File: src/rtl/fp_div_pkg.sv
// Shared types, constants and operand unpacking for the binary32 divider.
package fp_div_pkg;

  localparam int unsigned BIAS   = 127;
  localparam int unsigned EXP_W  = 8;
  localparam int unsigned FRAC_W = 23;
  localparam int unsigned MANT_W = FRAC_W + 1;
  localparam int unsigned QBITS  = 27;
  localparam int unsigned CNT_W  = 5;
  localparam int unsigned E_W    = 10;
  localparam logic [31:0] QNAN   = 32'h7FC00000;

  // Unpacked operand: hidden bit restored, subnormals flushed to zero
  typedef struct packed {
    logic              sign;
    logic [EXP_W-1:0]  exp;
    logic [MANT_W-1:0] mant;
    logic              is_zero;
    logic              is_inf;
    logic              is_nan;
  } operand_t;

  typedef enum logic [1:0] {
    IDLE,
    DIV,
    ROUND,
    DONE
  } state_t;

  typedef enum logic [1:0] {
    SP_NONE,
    SP_NAN,
    SP_INF,
    SP_ZERO
  } special_t;

  function automatic operand_t unpack(input logic [31:0] x);
    operand_t          o;
    logic [EXP_W-1:0]  e;
    logic [FRAC_W-1:0] f;
    e         = x[FRAC_W +: EXP_W];
    f         = x[FRAC_W-1:0];
    o.sign    = x[31];
    o.exp     = e;
    o.is_zero = (e == '0);
    o.is_inf  = (&e) && (f == '0);
    o.is_nan  = (&e) && (f != '0);
    o.mant    = o.is_zero ? '0 : {1'b1, f};
    return o;
  endfunction

endpackage

File: src/rtl/fp_div_core.sv
// Iterative restoring significand divider: one quotient bit per cycle.
module fp_div_core
  import fp_div_pkg::*;
(
  input  logic              clk,
  input  logic              rst,
  input  logic              start,
  input  logic [MANT_W-1:0] ma,
  input  logic [MANT_W-1:0] mb,
  output logic [QBITS-1:0]  quot,
  output logic              sticky,
  output logic              valid
);

  logic [MANT_W+1:0] rem;
  logic [MANT_W+1:0] diff;
  logic [MANT_W+1:0] rem_next;
  logic [MANT_W-1:0] dvsr;
  logic [CNT_W-1:0]  cnt;
  logic              run;
  logic              q_bit;

  // One restoring step: trial subtract, keep or restore, then shift
  always_comb begin
    diff     = rem - {2'b00, dvsr};
    q_bit    = (rem >= {2'b00, dvsr});
    rem_next = {rem[MANT_W:0], 1'b0};
    if (q_bit) begin
      rem_next = {diff[MANT_W:0], 1'b0};
    end
  end

  // Iteration registers; valid pulses once after the last quotient bit
  always_ff @(posedge clk or posedge rst) begin
    if (rst) begin
      rem    <= '0;
      dvsr   <= '0;
      quot   <= '0;
      cnt    <= '0;
      run    <= 1'b0;
      sticky <= 1'b0;
      valid  <= 1'b0;
    end else if (start) begin
      rem    <= {2'b00, ma};
      dvsr   <= mb;
      quot   <= '0;
      cnt    <= '0;
      run    <= 1'b1;
      sticky <= 1'b0;
      valid  <= 1'b0;
    end else if (run) begin
      rem    <= rem_next;
      quot   <= {quot[QBITS-2:0], q_bit};
      cnt    <= cnt + CNT_W'(1);
      sticky <= (rem_next != '0);
      if (cnt == CNT_W'(QBITS - 1)) begin
        run   <= 1'b0;
        valid <= 1'b1;
      end
    end else begin
      valid <= 1'b0;
    end
  end

endmodule

File: src/rtl/fp_division.sv
// Sequential binary32 divider: unpack, special cases, RNE rounding, FSM.
module fp_division
  import fp_div_pkg::*;
(
  input  logic        clk,
  input  logic        rst,
  input  logic        start,
  input  logic [31:0] A,
  input  logic [31:0] B,
  output logic [31:0] S,
  output logic        overf,
  output logic        underf,
  output logic        busy,
  output logic        done
);

  state_t            state;
  state_t            next_state;
  operand_t          ua;
  operand_t          ub;
  special_t          special_c;
  special_t          special_r;
  logic              sign_r;
  logic signed [E_W-1:0] exp_c;
  logic signed [E_W-1:0] exp_r;
  logic              accept_c;

  logic [QBITS-1:0]  quot;
  logic              sticky;
  logic              core_valid;

  logic [QBITS-1:0]  qn_c;
  logic signed [E_W-1:0] e_norm_c;
  logic signed [E_W-1:0] e_fin_c;
  logic [MANT_W-1:0] mant_c;
  logic [MANT_W:0]   sum_c;
  logic              up_c;
  logic [FRAC_W-1:0] frac_c;
  logic [31:0]       result_c;
  logic              overf_c;
  logic              underf_c;

  // Operand unpack, special-case classification and biased exponent
  always_comb begin
    ua       = unpack(A);
    ub       = unpack(B);
    accept_c = (state == IDLE) && start;
    exp_c    = $signed({2'b00, ua.exp}) - $signed({2'b00, ub.exp})
             + $signed(E_W'(BIAS));
    if (ua.is_nan || ub.is_nan || (ua.is_zero && ub.is_zero) || (ua.is_inf && ub.is_inf)) begin
      special_c = SP_NAN;
    end else if (ua.is_inf || ub.is_zero) begin
      special_c = SP_INF;
    end else if (ua.is_zero || ub.is_inf) begin
      special_c = SP_ZERO;
    end else begin
      special_c = SP_NONE;
    end
  end

  // Operation context captured at the accepted start edge
  always_ff @(posedge clk or posedge rst) begin
    if (rst) begin
      sign_r    <= 1'b0;
      exp_r     <= '0;
      special_r <= SP_NONE;
    end else if (accept_c) begin
      sign_r    <= ua.sign ^ ub.sign;
      exp_r     <= exp_c;
      special_r <= special_c;
    end
  end

  fp_div_core u_core (
    .clk    (clk),
    .rst    (rst),
    .start  (accept_c),
    .ma     (ua.mant),
    .mb     (ub.mant),
    .quot   (quot),
    .sticky (sticky),
    .valid  (core_valid)
  );

  // Normalize, round to nearest even, range check and special override
  always_comb begin
    qn_c     = quot;
    e_norm_c = exp_r;
    if (!quot[QBITS-1]) begin
      qn_c     = {quot[QBITS-2:0], 1'b0};
      e_norm_c = exp_r - E_W'(1);
    end
    mant_c   = qn_c[QBITS-1:3];
    up_c     = qn_c[2] & (qn_c[1] | qn_c[0] | sticky | mant_c[0]);
    sum_c    = {1'b0, mant_c} + {{MANT_W{1'b0}}, up_c};
    e_fin_c  = e_norm_c;
    frac_c   = sum_c[FRAC_W-1:0];
    if (sum_c[MANT_W]) begin
      e_fin_c = e_norm_c + E_W'(1);
      frac_c  = '0;
    end
    overf_c  = 1'b0;
    underf_c = 1'b0;
    result_c = {sign_r, e_fin_c[EXP_W-1:0], frac_c};
    if (e_fin_c >= $signed(E_W'(255))) begin
      overf_c  = 1'b1;
      result_c = {sign_r, 8'hFF, 23'd0};
    end else if (e_fin_c <= $signed(E_W'(0))) begin
      underf_c = 1'b1;
      result_c = {sign_r, 31'd0};
    end
    case (special_r)
      SP_NAN: begin
        overf_c  = 1'b0;
        underf_c = 1'b0;
        result_c = QNAN;
      end
      SP_INF: begin
        overf_c  = 1'b0;
        underf_c = 1'b0;
        result_c = {sign_r, 8'hFF, 23'd0};
      end
      SP_ZERO: begin
        overf_c  = 1'b0;
        underf_c = 1'b0;
        result_c = {sign_r, 31'd0};
      end
      default: ;
    endcase
  end

  // State register
  always_ff @(posedge clk or posedge rst) begin
    if (rst) begin
      state <= IDLE;
    end else begin
      state <= next_state;
    end
  end

  // Next-state logic
  always_comb begin
    next_state = state;
    case (state)
      IDLE:  if (start) next_state = DIV;
      DIV:   if (core_valid) next_state = ROUND;
      ROUND: next_state = DONE;
      DONE:  next_state = IDLE;
      default: next_state = IDLE;
    endcase
  end

  // Registered outputs; result and flags update only when leaving ROUND
  always_ff @(posedge clk or posedge rst) begin
    if (rst) begin
      S      <= '0;
      overf  <= 1'b0;
      underf <= 1'b0;
      busy   <= 1'b0;
      done   <= 1'b0;
    end else begin
      busy <= (next_state == DIV) || (next_state == ROUND);
      done <= (next_state == DONE);
      if (state == ROUND) begin
        S      <= result_c;
        overf  <= overf_c;
        underf <= underf_c;
      end
    end
  end

endmodule

File: config.mk
export PLATFORM = sky130hd
export DESIGN_NAME = fp_division
export DESIGN_NICKNAME = d
export VERILOG_FILES = /design/src/rtl/fp_div_pkg.sv /design/src/rtl/fp_div_core.sv /design/src/rtl/fp_division.sv
export SDC_FILE = /design/constraint.sdc
export NUM_CORES = 1
export LEC_CHECK = 0
export CAP_MARGIN = 20
export CORE_UTILIZATION = 40
export DETAILED_ROUTE_END_ITERATION = 8
export PLACE_DENSITY = 0.71
export SLEW_MARGIN = 20
export SYNTH_ARGS = -nofsm -noshare
export SYNTH_HDL_FRONTEND = slang
export SYNTH_SLANG_ARGS = --single-unit
File: constraint.sdc
create_clock -name clk -period 4.45 [get_ports clk]
set_input_delay 0.6675 -clock clk [delete_from_list [all_inputs] [get_ports clk]]
set_output_delay 0.6675 -clock clk [all_outputs]
set_load 0.02 [all_outputs]
==> metrics.txt <==
Post-CTS Setup Bufs 0; Critical Path Max Stage Delay 0.55 ns; GRT Total Usage 22.2%; die outline height 161 microns; layout cells sized above 1 7.52%; First-pass DRT Iterations 5; Inst Count DP 1,555; WL final 28.1 mm; slowest CP cell nor2_2; WS Path Type reg2reg; RePlAce Congestion 0.927; Fin Hold WS 0.468 ns; Post-Syn Area 0.0101 sq mm; total negative slack 0 ns; Non-Filler Instances 1,587; Final Instance Area 0.0118 sq mm; max_cap viols 0; CTS H-tree lvls 4; clock buffer count from CTS 17; PD cells 850 mW/mm^2; final worst-path cycle share 89.4%; CTS Buffer Depth 2; Worst Reg-to-Reg Cells 14; P_leak 5.10 nW; Hold Path Cell Cnt 2; final core utilization 48.1%; EDFF count, synth 0; fin crit period 3.98 ns; diodes inserted 0; f_max 251 MHz; Clock transition at path regs 0.07 ns; fin nets 1,361; Max Slew Vio Count 0; IO buf count 102; DRC errors left 0; via/cell ratio 5.87; via count 9,313; die area 0.0259 sq mm; first-pass GRT wire length 46.2 mm; Routed wire per std cell 17.7 microns; asr flop ratio synth 100%; startpoint types register; synth warn 0; Mean Syn Cell Area 8.48 sq um; unrepaired setup endpoints after global routing false; vias in the first global route 8,894; PostCTS Resize Cnt 0; Routed Antenna Nets 0; Final Hold Fails 0; CP max FO 16; top_reg_cell synth dfrtp_1; actual slew at the worst max-slew pin 0.953 ns; TritonCTS clock tree done; sequential-to-total area share from yosys stat 33.7%; final clock skew 0.0148 ns; CP cell instances inv_1 -> ha_1 -> inv_1 -> fa_1 -> a21o_1 -> a221o_1 -> o221ai_1 -> a21oi_1 -> nor2_2 -> buf_4 -> and3_1 -> a31oi_1 -> nor4_1 -> a31oi_1; Layout area overhead 17.0%; Arr. time, crit path 4.28 ns; Worst IR Drop VDD 321 uV; Mapped Nets 1,302; outcome finished clean; Slew HR 36.3%; Rows 57; largest net degree at the start of global routing 97; hold crit path type reg2reg; Yosys cell types 97; CP endpoint kind register; Yosys reg bits 136; Die X 161 microns; Top Ports 103; detailed placement HPWL 20.6 mm; hold_buf cts 0; Post-Synthesis Cells 1,191; First DRT Iteration DRCs 646; sinks on the clock net 136; Core ar. 0.0245 sq mm; clock latency at the later pin of the worst-skew pair 0.43 ns; Final Setup Violations 0; Worst Path Required 4.75 ns; initial antenna violation count 0; placed cell area 0.0112 sq mm; Starting Density 41.1%; clk root buf clkbuf_16; GRT overflow 0
==> stage by stage <==
stage | worst slack, ns | total power (W)
finish | 0.471 | 0.0100
global route | 0.140 | 0.0108
CTS | 0.531 | 0.00995
detailed placement | 0.544 | 0.00853
global placement | 0.675 | 0.00843
floorplan | 0.143 | 0.00702
==> final timing paths <==
check	startpoint	end	slack [ns]
worst max register to register	u_core.rem[0]$_DFFE_PP0P_	u_core.sticky$_DFFE_PP0P_	0.47
worst min register to register	underf$_DFFE_PP0N_	underf$_DFFE_PP0N_	0.47
min in group asynchronous	rst	sign_r$_DFFE_PP0P_	0.81
max in group asynchronous	rst	u_core.quot[9]$_DFFE_PP0P_	2.74
worst max-delay path	u_core.rem[0]$_DFFE_PP0P_	u_core.sticky$_DFFE_PP0P_	0.47
worst min-delay path	underf$_DFFE_PP0N_	underf$_DFFE_PP0N_	0.47
==> metal layers <==
layer  vias to the layer above  wire (microns)  track usage, %  part of all wire, %
li1                       4462               -               -                    -
met2                       332           13000            36.2                   46
met1                      4465           12700            29.9                   45
met4                         0             779            7.98                  2.8
met3                        54            1590            3.18                  5.7
met5                         -               0               0                    0
==> Yosys cell counts (all sizes together), types with 7 or more instances <==
cell | count | area, sq um
o21ai | 64 | 324
nor2b | 11 | 68.8
a21oi | 60 | 304
nand3 | 27 | 140
xor2 | 18 | 165
mux2i | 47 | 470
nand4 | 23 | 144
o22ai | 24 | 150
o211ai | 14 | 105
nor4 | 24 | 165
dfrtp | 136 | 3400
and2 | 9 | 58.8
nor3b | 13 | 97.6
ha | 42 | 526
a21o | 13 | 97.6
inv | 65 | 244
buf | 26 | 180
xnor2 | 30 | 270
a31oi | 24 | 150
nor2 | 99 | 372
nand2b | 9 | 58.8
a221o | 8 | 81.3
a22o | 26 | 229
mux2 | 7 | 78.8
and3 | 8 | 50.1
or3 | 9 | 57.6
o21bai | 7 | 52.6
nor3 | 23 | 131
clkbuf | 50 | 213
a211oi | 16 | 120
nand2 | 145 | 547
o21a | 13 | 97.6
o31ai | 10 | 75.1
==> where the power goes <==
| group | switching, W | internal [W] |
|---|---|---|
| combinational | 0.00355 | 0.00265 |
| sequential | 0.000665 | 0.00179 |
| clock | 0.000636 | 0.000752 |
==> cells by family after synthesis <==
logic type,count (synthesis),synth area share [%]
simple gates,432,21.5
compound gates,333,22.9
buf+inv,144,6.59
flops,136,33.7
mux,54,5.44
xor+xnor,48,4.31
fa+ha+maj,44,5.60
==> cell type report <==
type	instances	area [sq um]
sequential	136	3410
inverter	65	249
clock inverter	14	128
fill	2370	12700
clock buffer	18	439
timing repair buffer	119	1150
tap	324	405
multi-input combinational	911	6030
==> critical path: cells and delay by family, from the launching register on <==
family                     cells  cell delay [ns]
AOI/OAI and AO/OA              6             1.42
adders and majority gates      2             0.56
buffers and inverters          3             0.47
DFF                            1             0.39
and+or+nand+nor                3             1.01
==> state kept, by name, indices dropped and copies added (netlist names), 2 cells and up <==
name,cells
u_core.quot,27
state,2
S,32
special_r,2
exp_r,10
u_core.cnt,5
u_core.rem,26
u_core.dvsr,24
==> cells in the final DEF, fill, tap and decap left out, drive strengths merged, types with 26 or more instances in the layout <==
| cell type | n |
|---|---|
| a21oi | 60 |
| a22o | 26 |
| clkdlybuf4s50 | 102 |
| dfrtp | 136 |
| ha | 42 |
| inv | 74 |
| mux2i | 47 |
| nand2 | 145 |
| nand3 | 27 |
| nor2 | 99 |
| o21ai | 64 |
| xnor2 | 30 |
Power figures use the tool's default switching activity.
